File: src/rtl/sata_oob_pkg.sv
// Shared SATA OOB timing constants and TX state encoding, used by both the
// OOB encoder and the receive-side OOB decoder so their windows agree.
package sata_oob_pkg;

  localparam int BURST_MIN   = 14;
  localparam int BURST_MAX   = 18;
  localparam int BURST_NOM   = 16;
  localparam int GAPINIT_MIN = 46;
  localparam int GAPINIT_MAX = 50;
  localparam int GAPINIT_NOM = 48;
  localparam int GAPWAKE_MIN = 14;
  localparam int GAPWAKE_MAX = 18;
  localparam int GAPWAKE_NOM = 16;
  localparam int AMOUNT_MIN  = 2;
  localparam int AMOUNT_NOM  = 6;

  typedef enum logic [1:0] {OOB_IDLE, OOB_BURST, OOB_GAP} oob_tx_state_t;

  function automatic int max3(input int a, input int b, input int c);
    int m;
    m = (a > b) ? a : b;
    return (m > c) ? m : c;
  endfunction

endpackage

File: src/rtl/sata_oob_encoder.sv
// Transmit-side SATA OOB sequencer: emits AMOUNT burst/gap pairs for
// COMINIT/COMRESET or COMWAKE by steering TX electrical idle and ALIGN bursts.
module sata_oob_encoder
  import sata_oob_pkg::*;
#(
  parameter int BURST_LEN   = BURST_NOM,
  parameter int GAPINIT_LEN = GAPINIT_NOM,
  parameter int GAPWAKE_LEN = GAPWAKE_NOM,
  parameter int AMOUNT      = AMOUNT_NOM
) (
  input  logic       clk,
  input  logic       reset,
  input  logic       cominit_req,
  input  logic       comwake_req,
  output logic       busy,
  output logic       done,
  output logic       txelecidle,
  output logic       txalign,
  output logic [1:0] oob_state
);

  localparam int LEN_W  = $clog2(max3(BURST_LEN, GAPINIT_LEN, GAPWAKE_LEN) + 1);
  localparam int PAIR_W = (AMOUNT > 1) ? $clog2(AMOUNT) : 1;

  localparam logic [LEN_W-1:0]  BURST_LAST   = LEN_W'(BURST_LEN - 1);
  localparam logic [LEN_W-1:0]  GAPINIT_LAST = LEN_W'(GAPINIT_LEN - 1);
  localparam logic [LEN_W-1:0]  GAPWAKE_LAST = LEN_W'(GAPWAKE_LEN - 1);
  localparam logic [PAIR_W-1:0] PAIR_LAST    = PAIR_W'(AMOUNT - 1);

  // Out-of-range timing would fall outside the decoder windows, so refuse to elaborate.
  if (BURST_LEN < BURST_MIN || BURST_LEN > BURST_MAX) begin : g_bad_burst
    $error("sata_oob_encoder: BURST_LEN outside %0d..%0d", BURST_MIN, BURST_MAX);
  end
  if (GAPINIT_LEN < GAPINIT_MIN || GAPINIT_LEN > GAPINIT_MAX) begin : g_bad_gapinit
    $error("sata_oob_encoder: GAPINIT_LEN outside %0d..%0d", GAPINIT_MIN, GAPINIT_MAX);
  end
  if (GAPWAKE_LEN < GAPWAKE_MIN || GAPWAKE_LEN > GAPWAKE_MAX) begin : g_bad_gapwake
    $error("sata_oob_encoder: GAPWAKE_LEN outside %0d..%0d", GAPWAKE_MIN, GAPWAKE_MAX);
  end
  if (AMOUNT < AMOUNT_MIN) begin : g_bad_amount
    $error("sata_oob_encoder: AMOUNT below %0d", AMOUNT_MIN);
  end

  oob_tx_state_t     state, next_state;
  logic [LEN_W-1:0]  len_cnt, len_nxt;
  logic [PAIR_W-1:0] pair_cnt, pair_nxt;
  logic              is_wake, wake_nxt;
  logic              done_nxt;
  logic [LEN_W-1:0]  gap_last;

  assign gap_last  = is_wake ? GAPWAKE_LAST : GAPINIT_LAST;
  assign oob_state = state;

  always_comb begin
    next_state = state;
    len_nxt    = len_cnt;
    pair_nxt   = pair_cnt;
    wake_nxt   = is_wake;
    done_nxt   = 1'b0;
    case (state)
      OOB_IDLE: begin
        if (cominit_req || comwake_req) begin
          next_state = OOB_BURST;
          len_nxt    = '0;
          pair_nxt   = '0;
          wake_nxt   = ~cominit_req;
        end
      end
      OOB_BURST: begin
        if (len_cnt == BURST_LAST) begin
          next_state = OOB_GAP;
          len_nxt    = '0;
        end else begin
          len_nxt = len_cnt + 1'b1;
        end
      end
      OOB_GAP: begin
        if (len_cnt == gap_last) begin
          len_nxt = '0;
          if (pair_cnt == PAIR_LAST) begin
            next_state = OOB_IDLE;
            done_nxt   = 1'b1;
          end else begin
            pair_nxt   = pair_cnt + 1'b1;
            next_state = OOB_BURST;
          end
        end else begin
          len_nxt = len_cnt + 1'b1;
        end
      end
      default: next_state = OOB_IDLE;
    endcase
  end

  // Outputs are registered from the next state so they line up with the state register.
  always_ff @(posedge clk or posedge reset) begin
    if (reset) begin
      state      <= OOB_IDLE;
      len_cnt    <= '0;
      pair_cnt   <= '0;
      is_wake    <= 1'b0;
      busy       <= 1'b0;
      done       <= 1'b0;
      txelecidle <= 1'b1;
      txalign    <= 1'b0;
    end else begin
      state      <= next_state;
      len_cnt    <= len_nxt;
      pair_cnt   <= pair_nxt;
      is_wake    <= wake_nxt;
      busy       <= (next_state != OOB_IDLE);
      done       <= done_nxt;
      txelecidle <= (next_state != OOB_BURST);
      txalign    <= (next_state == OOB_BURST);
    end
  end

endmodule
File: config.mk
export PLATFORM = sky130hd
export DESIGN_NAME = sata_oob_encoder
export DESIGN_NICKNAME = d
export VERILOG_FILES = /design/src/rtl/sata_oob_pkg.sv /design/src/rtl/sata_oob_encoder.sv
export SDC_FILE = /design/constraint.sdc
export NUM_CORES = 1
export LEC_CHECK = 0
export ABC_AREA = 0
export CAP_MARGIN = 20
export CORE_UTILIZATION = 28
export DETAILED_ROUTE_END_ITERATION = 10
export GPL_TIMING_DRIVEN = 0
export PLACE_DENSITY = 0.49
export SETUP_SLACK_MARGIN = 0.3
export SLEW_MARGIN = 20
export SYNTH_ARGS = -nofsm -noshare
export SYNTH_HDL_FRONTEND = slang
export SYNTH_SLANG_ARGS = --single-unit
File: constraint.sdc
create_clock -name clk -period 1.62 [get_ports clk]
set_input_delay 0.486 -clock clk [delete_from_list [all_inputs] [get_ports clk]]
set_output_delay 0.486 -clock clk [all_outputs]
set_load 0.01 [all_outputs]
After elaboration in Yosys (flattened, before gate mapping)
Index checks and enable logic that the tools add are counted.

word-level totals
  register bits = 16
  output and inout port bits = 6
  word-level logic and storage cells = 46
  input port bits = 4

cells by class
  bitwise operators = 1
  muxes and demuxes = 17
  equal/unequal tests = 10
  reduce and logical (&&, ||, !) cells = 8
  $add $sub $neg = 2

operator list
  cell                                                    count
  two-way mux 6 bit                                       4
  case mux 6 bit (3 select lines)                         1
  two-way mux 3 bit                                       3
  adder 6 x 1 -> 6 bit (second input constant)            1
  == test 6 x 4 -> 1 bit (second input constant)          1
  == test 6 bit                                           1
  two-way mux 2 bit                                       3
  inequality test 2 bit (second input constant)           3
  case mux 2 bit (3 select lines)                         1
  case mux 3 bit (2 select lines)                         1
  == test 2 x 1 -> 1 bit (second input constant)          2
  two-way mux 1 bit                                       4
  AND reduction 2 bit                                     2
  AND reduction 4 bit                                     1
  nonzero test 2 bit                                      2
  adder 3 x 1 -> 3 bit (second input constant)            1
  == test 3 bit (second input constant)                   1
  nonzero test 3 bit                                      1
  == test 2 bit (second input constant)                   1
  logical NOT 2 bit                                       1
  inequality test 2 x 1 -> 1 bit (second input constant)  1
  logical OR 1 bit                                        1
  NOT 1 bit                                               1

Longest topological paths before layout
Gate-level depths: netlist of the first run.

  depth after elaboration = 5
  mapped depth = 7
  mapped depth without buffers = 6

Worst setup path after synthesis of the first run
Ideal clock, no wire load.

  path kind = flip-flop to flip-flop
  start point = reg state[0] (netlist: oob_state[0])
  end point = reg pair_cnt[0]
  clock period less this slack = 1.769 ns
  cell stages (with the launch flop) = 8
  path slack = -0.149 ns
  required time = 1.499 ns
  setup time = 0.121 ns
  arrival = 1.648 ns
  buffers on the path = 1
  cell sequence = dfrtp_1 > inv_1 > ha_1 > buf_4 > nor3b_4 > nor2_1 > mux2_1 > a22o_2

on the way
  word-level cells in the longest chain between the ends = 3
  elaborated cells on any way between the ends = 8
  those cells by class = eq/ne: 4; mux: 1; reduce/logical: 3

ends and longest elaborated chain
  item                                                                          RTL line                 source
  start, declared                                                               sata_oob_encoder.sv:44   oob_tx_state_t state, next_state;
  start signal, assigned                                                        sata_oob_encoder.sv:107  state <= next_state;
  == test 2 bit or logical NOT 2 bit (tied branches)                            sata_oob_encoder.sv:60   case (state)
  inequality test 2 bit (no source line) or nonzero test 2 bit (tied branches)  --
  AND reduction 4 bit (no source line)                                          --
  end signal, assigned                                                          sata_oob_encoder.sv:109  pair_cnt <= pair_nxt;
  end, declared                                                                 sata_oob_encoder.sv:46   logic [PAIR_W-1:0] pair_cnt, pair_nxt;

Several ways; a longest one is shown, not always the timed one.
A chain may end at the register's enable or synchronous reset.

Final worst setup path of the first run
Ends and elaborated chain as after synthesis.

==> results.json, run 1 <==
{
  "status": "finished, violations left",
  "violations": "negative setup slack",
  "syn_area_mm2": 0.00103,
  "area_growth_syn_to_layout_pct": 50.9,
  "nets": 154,
  "cp.required_ps": 1770,
  "start_util_pct": 30.1,
  "clock.fmax_mhz": 582,
  "ir_worst_vdd_uv": 307,
  "synth_common_cells": "dfrtp_1, nand2_1, o21ai_0",
  "p_sw_mw": 0.159,
  "grt_usage_pct": 14.9,
  "multi_input_area_um2": 751,
  "antenna_cells": 0,
  "start_kind": "flop",
  "numPortBuffers": 9,
  "min-delay-start": "len_cnt[4]$_DFFE_PP0P_",
  "r2r_start": "oob_state[0]$_DFF_PP0_",
  "clk_path_buf_depth": 2,
  "powerDensity_mw_per_mm2": 499,
  "syn_nets": 120,
  "switching_share_pct": 20.4,
  "drtAntennaViolNets": 0,
  "final-setup-viol-count": 10,
  "wl_per_cell_um": 14.5,
  "setup_slack_ps": -96.8,
  "yosys.cell_count.top_type": "dfrtp_1",
  "layout_min_cycle_time_ps": 1720,
  "synth-edff-count": 0,
  "power_frac_clock_pct": 46.4,
  "clk_latency_ps": 250,
  "path_max_fanout": 3,
  "grt_pass1_wl_um": 4520,
  "final-seq-area_um2": 403,
  "p_leak_nw": 0.656,
  "hold_class": "reg -> reg",
  "die_y_um": 62.8,
  "power.internal_mw": 0.621,
  "crit_start": "oob_state[0]$_DFF_PP0_",
  "clkTransAtPathRegs_ps": 70,
  "combPwrFrac_pct": 2.3,
  "min_period_over_period_pct": 106,
  "dpl_cell_area_mm2": 0.00120,
  "crit_path_end_kind": "flop",
  "grt_pass1_vias": 981,
  "antenna_found_initial": 0,
  "vias": 933,
  "cts_tree": "done",
  "fin_area_mm2": 0.00156,
  "die_w_um": 62.8,
  "yosysSeqAreaShare_pct": 38.8,
  "postSynthCellCount": 109,
  "instances_no_fill": 188,
  "drc": 0,
  "cp.arrival_ps": 1860,
  "grt_setup_unrepaired": "true",
  "fillers": 329,
  "pwr-share-seq_pct": 51.3,
  "drt-total-wl_um": 2720,
  "synth_top_area_share_pct": 36.3,
  "cts_sinks": 16,
  "root_buffer": "clkbuf_8",
  "vias_per_cell": 4.96,
  "fin_skew_ps": 4.23,
  "drt-initial-drc-count": 35,
  "hpwl_um": 1620,
  "ys.flop_type": "dfrtp_1",
  "whs_ps": 590,
  "synth_area_leaders": "dfrtp_1, ha_1, o21ai_0",
  "synth.distinct_cells": 42,
  "hold_buffers": 0,
  "hold_viol_final": 0,
  "worst_slew_pin_slew_ps": 673,
  "max-slew-margin-rel_pct": 55.1,
  "firstDrtPassIters": 4,
  "grt-ovfl-total": 0,
  "slew_viol_final": 0,
  "rows": 21,
  "syn_avg_cell_area_um2": 9.49,
  "dp_cells": 164,
  "boundaryPins": 10,
  "numCtsBuffers": 3,
  "path_class": "reg -> reg",
  "synth_area_leader_cell": "dfrtp_1",
  "maxCapViolations": 0,
  "grt_max_degree": 17,
  "async_flop_share_pct": 100,
  "fp.dieArea_mm2": 0.00394,
  "total_power_mw": 0.780,
  "h-tree-depth": 1,
  "ys.warnings.count": 0,
  "drive_gt1_share_pct": 50.0,
  "globalplace.congestion": 0.787,
  "synth_seq_cells": 16,
  "core_area_mm2": 0.00344
}
==> power by group through the flow <==
stage	combinational, mW	clock [mW]	sequential [mW]
after floorplan	0.00696	0	0.407
after global placement	0.0200	0	0.407
after detailed placement	0.0206	0	0.407
after CTS	0.0188	0.375	0.399
after global routing	0.0204	0.394	0.399
final	0.0181	0.362	0.400
==> cell usage in the layout (no fill, tap or decap), drive strengths merged, types with 2 or more instances in the layout <==
master,n
nor3,2
o21ai,11
inv,7
nand2,12
nor3b,3
clkbuf,5
nand2b,2
a21oi,5
buf,28
or2,2
dlygate4sd2,2
o2111ai,2
nand3,3
dfrtp,15
nand4b,2
ha,7
nor2,10
or3,2
==> layout make-up <==
class | count | area share [%]
multi-input cells | 83 | 48.1
flip-flops and latches | 16 | 25.8
repair buffers | 29 | 15.3
well taps | 46 | 3.69
clock buffers | 4 | 3.53
plain buffers | 3 | 1.92
inverters | 7 | 1.68
==> critical path, stage by stage (launching register included) <==
cell     delay [ps]
dfrtp_2         430
inv_2            80
ha_4            120
buf_6            90
nor3b_4         230
buf_4           160
nor2_2           30
mux2_4          250
a22o_2          230
==> logic make-up (layout without fill, tap and decap cells) <==
logic type                 after synthesis  after routing  synth area share (%)
and+or+nand+nor                         43             43                  25.4
AOI/OAI and AO/OA                       30             30                  19.6
DFF                                     16             16                  38.8
buffers and inverters                   10             43                  4.11
adders and majority gates                7              7                  8.46
muxes                                    2              2                  2.06
xor gates and xnor gates                 1              1                  1.57
==> timing repair <==
item,CTS,global route
resized for setup,58,17
endpoints found under the setup margin,21,18
setup buffers,16,4
pin swaps,17,10
==> metrics by stage <==
step,setup WS (ps),TNS (ps),util [%]
2_1_floorplan,-126,-247,-
3_3_place_gp,-591,-4490,35.0
3_5_place_dp,-579,-4420,35.0
4_1_cts,-84.1,-462,42.8
5_1_grt,-191,-1650,45.4
6_report,-96.8,-612,45.4
==> worst paths after layout <==
path	to	slack, ps	cells past startpoint
max in group asynchronous	oob_state[0]$_DFF_PP0_	520	2
min in group asynchronous	pair_cnt[0]$_DFFE_PP0P_	640	2
hold / removal	len_cnt[4]$_DFFE_PP0P_	590	2
setup reg to reg	pair_cnt[0]$_DFFE_PP0P_	-100	8
setup / recovery	pair_cnt[0]$_DFFE_PP0P_	-100	8
hold reg to reg	len_cnt[4]$_DFFE_PP0P_	590	2
==> flip-flops by register name, indices dropped and copies added (netlist names) <==
register and count:
pair_cnt 3, done 1, txelecidle 1, is_wake 1, txalign 1, oob_state 2
len_cnt 6, busy 1
==> per-layer routing <==
metal | wire, µm | up-vias | global-route usage (%)
met5 | 0 | - | 0
met4 | 31 | 0 | 4.94
met3 | 60 | 5 | 3.65
met2 | 1380 | 7 | 25.7
met1 | 1250 | 462 | 18.0
li1 | - | 459 | -
Note: power is estimated with default switching activity, not from simulation.
==> run 2: changes to the inputs <==
--- a/config.mk
+++ b/config.mk
@@ -8,6 +8,7 @@
 export ABC_AREA = 0
 export CAP_MARGIN = 20
 export CORE_UTILIZATION = 28
+export CTS_CLUSTER_DIAMETER = 80
 export DETAILED_ROUTE_END_ITERATION = 10
 export GPL_TIMING_DRIVEN = 0
 export PLACE_DENSITY = 0.49
==> results of run 2 <==
Final layout, timing and power as in run 1 (identical DEF).
==> run 3: changes to the inputs <==
--- a/config.mk
+++ b/config.mk
@@ -6,12 +6,14 @@
 export NUM_CORES = 1
 export LEC_CHECK = 0
 export ABC_AREA = 0
+export ABC_CLOCK_PERIOD_IN_PS = 1620
 export CAP_MARGIN = 20
 export CORE_UTILIZATION = 28
 export CTS_CLUSTER_DIAMETER = 80
 export DETAILED_ROUTE_END_ITERATION = 10
 export GPL_TIMING_DRIVEN = 0
 export PLACE_DENSITY = 0.49
+export REMOVE_ABC_BUFFERS = 1
 export SETUP_SLACK_MARGIN = 0.3
 export SLEW_MARGIN = 20
 export SYNTH_ARGS = -nofsm -noshare
==> results.json, run 3 (same netlist as run 1, synthesis figures left out) <==
{
  "fin_skew_ps": 3.91,
  "fp.dieArea_mm2": 0.00394,
  "cp.arrival_ps": 1810,
  "dp_slack_ps": -596,
  "grt_pass1_vias": 922,
  "start_util_pct": 30.1,
  "min_period_over_period_pct": 103,
  "dp_cells": 161,
  "clk_path_buf_depth": 2,
  "crit_chain": "ha_4, nand4b_4, nor3b_4, mux2_4, a22o_2",
  "p_leak_nw": 0.626,
  "die_y_um": 62.8,
  "worst_slew_pin_slew_ps": 638,
  "maxCapViolations": 0,
  "wl_per_cell_um": 13.0,
  "cp.required_ps": 1770,
  "violations": "negative setup slack",
  "grt-ovfl-total": 0,
  "clock.fmax_mhz": 601,
  "numPortBuffers": 9,
  "slowest_stage": "dfrtp_1",
  "final-setup-viol-count": 6,
  "vias": 908,
  "area_growth_syn_to_layout_pct": 42.3,
  "numCtsBuffers": 3,
  "slew_viol_final": 0,
  "drive_gt1_share_pct": 38.8,
  "globalplace.congestion": 0.760,
  "crit_family": "simple AND/OR/NAND/NOR gates",
  "clkTransAtPathRegs_ps": 70,
  "layout_min_cycle_time_ps": 1660,
  "largest_reg_flops": 6,
  "ir_worst_vdd_uv": 475,
  "max-slew-margin-rel_pct": 57.4,
  "whs_ps": 573,
  "grt_usage_pct": 13.7,
  "hold_buffers": 0,
  "crit_path_end_kind": "flop",
  "crit_path_max_incr_delay_ps": 400,
  "fillers": 335,
  "clk_latency_ps": 260,
  "start_kind": "flop",
  "die_w_um": 62.8,
  "root_buffer": "clkbuf_8",
  "hold_class": "reg -> reg",
  "cts_tree": "done",
  "drc": 0,
  "vias_per_cell": 4.91,
  "drtAntennaViolNets": 0,
  "hold_viol_final": 0,
  "antenna_found_initial": 0,
  "drt-initial-drc-count": 22,
  "cts_sinks": 16,
  "instances_no_fill": 185,
  "core_area_mm2": 0.00344,
  "total_power_mw": 0.782,
  "nets": 151,
  "grt_pass1_wl_um": 4150,
  "grt_setup_unrepaired": "true",
  "regMostFlops": "len_cnt",
  "path_max_fanout": 5,
  "h-tree-depth": 1,
  "path_class": "reg -> reg",
  "setup_slack_ps": -43.2,
  "hpwl_um": 1510,
  "antenna_cells": 0,
  "firstDrtPassIters": 4,
  "status": "finished, violations left",
  "boundaryPins": 10,
  "drt-total-wl_um": 2410,
  "grt_max_degree": 17,
  "powerDensity_mw_per_mm2": 531,
  "rows": 21,
  "crit_buf_inv": 0,
  "layout_common_cells": "dfrtp_1, buf_4, nand2_1"
}
-- run 3: changes by cell type in the layout (fill, tap and decap cells not counted), sizes merged --
cell,before,now
buf,28,26
clkbuf,5,4
-- run 3: cell type report --
| cell class | instances | area, µm² | share of cell area [%] |
|---|---|---|---|
| multi-input combinational | 83 | 687 | 46.6 |
| inverter | 7 | 26.3 | 1.78 |
| tap | 46 | 57.6 | 3.91 |
| sequential | 16 | 402 | 27.3 |
| clock buffer | 4 | 55.1 | 3.74 |
| timing repair buffer | 29 | 245 | 16.7 |
-- run 3: path summary, 6_finish.rpt --
check | startpoint | to | slack (ps) | cells past startpoint
max | len_cnt[1]$_DFFE_PP0P_ | pair_cnt[0]$_DFFE_PP0P_ | -40 | 5
min | len_cnt[4]$_DFFE_PP0P_ | len_cnt[4]$_DFFE_PP0P_ | 570 | 2
max reg2reg | len_cnt[1]$_DFFE_PP0P_ | pair_cnt[0]$_DFFE_PP0P_ | -40 | 5
min reg2reg | len_cnt[4]$_DFFE_PP0P_ | len_cnt[4]$_DFFE_PP0P_ | 570 | 2
max in group asynchronous | reset | pair_cnt[1]$_DFFE_PP0P_ | 600 | 2
min in group asynchronous | reset | len_cnt[1]$_DFFE_PP0P_ | 610 | 2
-- run 3: metal layers --
| layer | GRT usage (%) | routed length [µm] | up-vias |
|---|---|---|---|
| met5 | 0 | 0 | - |
| met4 | 4.65 | 34 | 0 |
| met3 | 3.83 | 67 | 5 |
| met2 | 25.0 | 1230 | 13 |
| met1 | 15.2 | 1080 | 436 |
| li1 | - | - | 454 |
-- run 3: what timing repair did --
item | CTS | global route
pin swaps | 14 | 1
setup buffers | 17 | 3
hold endpoints to repair | 0 | 0
endpoints found under the setup margin | 21 | 19
resized for setup | 52 | 11
-- run 3: through the flow --
stage	setup TNS [ps]	utilization (%)	area, µm²
4_1_cts	-32.3	41.3	1420
3_5_place_dp	-5520	33.9	1170
6_report	-112	42.8	1470
5_1_grt	-786	42.8	1470
2_1_floorplan	-550	-	1020
3_3_place_gp	-5240	33.9	1170
-- run 3: worst reg2reg max path: cells and delay by family, from the launching register on --
family                   cells  cell delay [ps]
flip-flops                   1              400
adder cells (fa/ha/maj)      1              170
AO/OA/AOI/OAI                1              230
AND/OR/NAND/NOR              2              430
multiplexers                 1              320
-- run 3: power by group --
group | total, mW | internal (mW) | switching [mW]
sequential | 0.400 | 0.400 | 0
clock | 0.364 | 0.216 | 0.148
combinational | 0.0180 | 0.00508 | 0.0129
